File: config.mk
export PLATFORM = sky130hd
export DESIGN_NAME = pe_array_sequencer
export DESIGN_NICKNAME = d
export VERILOG_FILES = /design/src/rtl/pe_array_sequencer.sv
export SDC_FILE = /design/constraint.sdc
export NUM_CORES = 1
export LEC_CHECK = 0
export BUFFER_PORTS_ARGS = -buffer_cell sky130_fd_sc_hd__clkbuf_2
export CAP_MARGIN = 10
export CORE_MARGIN = 3
export CORE_UTILIZATION = 52
export DETAILED_ROUTE_END_ITERATION = 10
export PLACE_DENSITY = 0.73
export SETUP_SLACK_MARGIN = 0.5
export SLEW_MARGIN = 20
export SYNTH_ARGS = -nofsm -noshare
export SYNTH_HDL_FRONTEND = slang
export SYNTH_SLANG_ARGS = --single-unit
export TNS_END_PERCENT = 100
File: constraint.sdc
create_clock -name clk -period 6.9 [get_ports clk]
set_input_delay 1.38 -clock clk [delete_from_list [all_inputs] [get_ports clk]]
set_output_delay 1.38 -clock clk [all_outputs]
set_load 0.1 [all_outputs]
File: src/rtl/pe_array_sequencer.sv
// Sequences filter loads, the skewed 5-group read/start wavefront, OS end/drain and done for one job per start.
// Outputs decode registered state only; start is ignored while busy and abort returns to IDLE on the next edge.
`timescale 1ns/1ps
module pe_array_sequencer #(
   parameter int LEN_W    = 8,
   parameter int RS_FLUSH = 4
) (
   input  logic             clk,
   input  logic             nRST,
   input  logic             start,
   input  logic             abort,
   input  logic             cfg_mode,
   input  logic [LEN_W-1:0] cfg_len,
   output logic [4:0]       PERead,
   output logic [4:0]       PEStart,
   output logic [2:0]       filtRead,
   output logic             mode,
   output logic             end_OS,
   output logic [3:0]       OSOutSel,
   output logic             busy,
   output logic             done
);

   // One extra bit so the STREAM count can reach L+3 at the maximum length without wrapping.
   localparam int CW = LEN_W + 1;

   typedef enum logic [2:0] {
      S_IDLE,
      S_LOAD_F,
      S_STREAM,
      S_END_OS,
      S_DRAIN,
      S_FLUSH,
      S_DONE
   } state_t;

   state_t           state, state_nxt;
   logic [CW-1:0]    cnt, cnt_nxt;
   logic [LEN_W-1:0] len_q, len_nxt;
   logic             mode_nxt;
   logic [CW-1:0]    stream_last;
   logic [CW:0]      sx, lo, hi;
   logic [4:0]       wave;

   assign stream_last = CW'(len_q) + CW'(3);

   always_ff @(posedge clk or negedge nRST) begin
      if (!nRST) begin
         state <= S_IDLE;
         cnt   <= '0;
         len_q <= '0;
         mode  <= 1'b0;
      end else begin
         state <= state_nxt;
         cnt   <= cnt_nxt;
         len_q <= len_nxt;
         mode  <= mode_nxt;
      end
   end

   always_comb begin
      state_nxt = state;
      cnt_nxt   = cnt;
      len_nxt   = len_q;
      mode_nxt  = mode;
      PERead    = '0;
      PEStart   = '0;
      filtRead  = '0;
      end_OS    = 1'b0;
      OSOutSel  = '0;
      busy      = (state != S_IDLE);
      done      = (state == S_DONE);
      sx        = {1'b0, cnt};
      lo        = '0;
      hi        = '0;
      wave      = '0;

      // Group g covers stream slots g .. g+L-1.
      for (int g = 0; g < 5; g++) begin
         lo      = (CW+1)'(g);
         hi      = lo + (CW+1)'(len_q);
         wave[g] = (sx >= lo) && (sx < hi);
      end

      case (state)
         S_LOAD_F: filtRead = 3'b001 << cnt[1:0];
         S_STREAM: begin
            PERead  = wave;
            PEStart = wave;
            if (mode && (wave != 5'd0)) filtRead = 3'b111;
         end
         S_END_OS: end_OS = 1'b1;
         S_DRAIN:  OSOutSel = 4'(cnt) + 4'd1;
         default: ;
      endcase

      if (abort) begin
         state_nxt = S_IDLE;
         cnt_nxt   = '0;
         mode_nxt  = 1'b0;
      end else begin
         case (state)
            S_IDLE: begin
               if (start) begin
                  mode_nxt  = cfg_mode;
                  len_nxt   = (cfg_len == '0) ? LEN_W'(1) : cfg_len;
                  cnt_nxt   = '0;
                  state_nxt = cfg_mode ? S_STREAM : S_LOAD_F;
               end
            end
            S_LOAD_F: begin
               if (cnt == CW'(2)) begin
                  cnt_nxt   = '0;
                  state_nxt = S_STREAM;
               end else begin
                  cnt_nxt = cnt + CW'(1);
               end
            end
            S_STREAM: begin
               if (cnt == stream_last) begin
                  cnt_nxt   = '0;
                  state_nxt = mode ? S_END_OS : S_FLUSH;
               end else begin
                  cnt_nxt = cnt + CW'(1);
               end
            end
            S_END_OS: begin
               cnt_nxt   = '0;
               state_nxt = S_DRAIN;
            end
            S_DRAIN: begin
               if (cnt == CW'(8)) begin
                  cnt_nxt   = '0;
                  state_nxt = S_DONE;
               end else begin
                  cnt_nxt = cnt + CW'(1);
               end
            end
            S_FLUSH: begin
               if (cnt == CW'(RS_FLUSH - 1)) begin
                  cnt_nxt   = '0;
                  state_nxt = S_DONE;
               end else begin
                  cnt_nxt = cnt + CW'(1);
               end
            end
            S_DONE: begin
               cnt_nxt   = '0;
               state_nxt = S_IDLE;
            end
            default: begin
               cnt_nxt   = '0;
               state_nxt = S_IDLE;
            end
         endcase
      end
   end

endmodule

==> impl_metrics.toml <==
[cts]
cts_hold_buf = 0
cts_tree = "done"
clock_latency_ns = 0.26
cts_setup_buffers = 0
htreeDepth = 1
path_clk_slew_ns = 0.07
post_cts_resized = 0
numCtsBuffers = 3
cts_sinks = 21
cts-root-buf = "clkbuf_8"
ctsLongestPathBuffers = 2

[final_layout]
fillCellCount = 458
diodes = 0
fin_cells = 406
regArea_sq_um = 525.5
multi_input_area_sq_um = 1912
drive_above_1_share_pct = 12.68
syn_to_final_growth_pct = 8.177
fin_nets = 403

[power_and_ir_drop]
pwr_density_cell_nw_per_um2 = 398.0
p_leak_nw = 1.368
vdd_ir_drop_max_mv = 0.3593

[worst_setup_path]
critPathSlowestCell = "a2111oi_0"
r2r_slack_ns = 3.83
crit_chain = "ha_1, and3_1, and3_1, nand2_1, ha_1, nand2_1, a2111oi_0, o32ai_1, a211oi_1, o21ai_0, clkbuf_2"
slowest_delay_ns = 0.80
required_ns = 5.52
rr_worst_depth = 11
worstReg2RegEnd = "cnt[8]"
cp.arrival_ns = 3.87
r2r_start = "len_q[2]"
start_kind = "flop"
critPathMaxFanout = 9
worstSetupEndpointType = "output port"
critical_path_class = "reg -> out"
critPathTopFamily = "compound AO/OA/AOI/OAI gates"
path_buf_inv = 1

[timing]
max_clock_freq_mhz = 190.5
tns_ns = 0
fin_crit_sh_pct = 76.07
final-setup-viol-count = 0
finalHoldViolCount = 0
finClkSkew_ns = 0.003084
relSlewSlack_pct = 38.32
hold_slack_ns = 0.5704
final_max_slew_viol_count = 0
fin_crit_ns = 5.249
worstMarginPinSlew_ns = 0.9019
rsz0062_at_grt = "no"

[floorplanning]
dieArea_sq_um = 5887
io_pins = 34
initial_utilization_pct = 54.35
coreArea_sq_um = 4786
die_w_microns = 76.73
die_h_microns = 76.73
row_count = 25

[drt]
drt_first_pass_iters = 4
routed_wl_microns = 6372
drt_iter0_markers = 223
via_per_inst = 5.778
detail-route-antenna-nets = 0
vias = 2346
drc = 0
wl_per_cell_microns = 15.69

[yosys]
synthTopCellsByArea = "ha_1, dfrtp_1, xnor2_1"
netlist_area_sq_um = 2601
yosys_warnings = 0
synth_top_area_share_pct = 24.05
yosys.cell_types.count = 49
avgSynthCellArea_sq_um = 8.206
ys_seq_elements = 21
syn-num-nets = 380
synth_top_cell_by_area = "ha_1"
synth_cells = 317
synth_edf_count = 0
ys.flop_type = "dfrtp_1"
yosysMostFrequentCell = "ha_1"
yosysSeqAreaShare_pct = 20.20
synthArstFlopShare_pct = 100.0
yosys-top-cells-count = "ha_1, nand2_1, nor2_1, o21ai_0, xnor2_1"

[global_route]
track_usage_pct = 22.35
antenna_found_initial = 0
grt_util_met1_pct = 31.85
use_met3_pct = 1.526
grt_max_degree = 22
grt_pass1_vias = 2178
overflow = 0
grtUsageMet2_pct = 36.93
grt_pass1_wl_microns = 10800
grt-busiest-layer = "met2"

[placement]
dp_hpwl_microns = 5139
dp_cells = 402
gp_congestion = 0.9330
portBuffers = 33

[worst_hold_path]
min_path_type = "reg -> reg"
whs_endpoint = "mode"
min_from = "mode"
worstHoldPathCells = 2

[job]
drv_cap = 0

[outcome]
status = "finished clean"
## power breakdown
group | internal [W] | switching (W)
clock network | 0.0000411 | 0.0000380
registers | 0.000159 | 0.0000893
logic | 0.000258 | 0.000535
## per-stage QoR
| stage | worst slack (ns) | power (W) | instance area (sq um) | utilization [%] |
|---|---|---|---|---|
| 2_1_floorplan | 0.6812 | 0.0008898 | 2614 | - |
| 3_3_place_gp | 2.084 | 0.001024 | 2769 | 57.86 |
| 3_5_place_dp | 1.961 | 0.001039 | 2769 | 57.86 |
| 4_1_cts | 1.654 | 0.001123 | 2814 | 58.80 |
| 5_1_grt | 1.195 | 0.001222 | 2814 | 58.80 |
| 6_report | 1.651 | 0.001120 | 2814 | 58.80 |
## worst max-delay path by stage
stage | cells after the start | from | end | slack [ns]
global placement | 11 | len_q[2] | filtRead[2] | 2.08
global route | 11 | len_q[2] | filtRead[0] | 1.20
detailed placement | 11 | len_q[2] | filtRead[0] | 1.96
CTS | 11 | len_q[2] | filtRead[0] | 1.65
finish | 11 | len_q[2] | filtRead[0] | 1.65
floorplan | 10 | len_q[2] | PEStart[1] | 0.68
## placed cells by master (no fill, tap or decap), types with 3 or more instances in the layout
master / instances
a211oi_1: 5
a21o_1: 7
a21oi_1: 14
a31oi_1: 7
and3_1: 5
and3b_1: 3
and4_1: 3
clkbuf_2: 33
clkbuf_8: 3
dfrtp_1: 21
ha_1: 50
inv_1: 20
nand2_1: 27
nand2b_1: 3
nand3_1: 8
nand4_1: 4
nor2_1: 22
nor2b_1: 5
nor3_1: 9
o211ai_1: 3
o21ai_0: 22
or3_1: 6
xnor2_1: 22
## final cells by class
type | count | area share [%]
clock buffers | 4 | 1.601
inverters | 22 | 2.935
multi-input cells | 259 | 67.94
flip-flops and latches | 21 | 18.67
well taps | 67 | 2.979
repair buffers | 33 | 5.869
## flip-flops by register name, indices dropped and copies added (netlist names)
register / count
cnt: 9
len_q: 8
mode: 1
state: 3
## worst min-delay path, cell delays in order, from the launching register on
cell and delay (ns):
dfrtp_1 0.41, nand2_1 0.07, a21oi_1 0.06
## metal layers
metal,share of wire (%),up-vias,routed length (microns)
met4,0.63,0,40
met2,50,52,3167
met3,5.4,4,341
met1,44,1100,2823
met5,0,-,0
li1,-,1190,-
## cell families (layout without fill, tap and decap cells)
kind of cell	Yosys count	count (layout)	share of synthesized area, %
AND/OR/NAND/NOR	109	109	21.65
buffers and inverters	37	59	6.782
flip-flops	21	21	20.20
XOR/XNOR	23	23	7.744
AO/OA/AOI/OAI	77	77	19.58
adder cells (fa/ha/maj)	50	50	24.05
No activity file was read; power rests on OpenSTA's default activity.
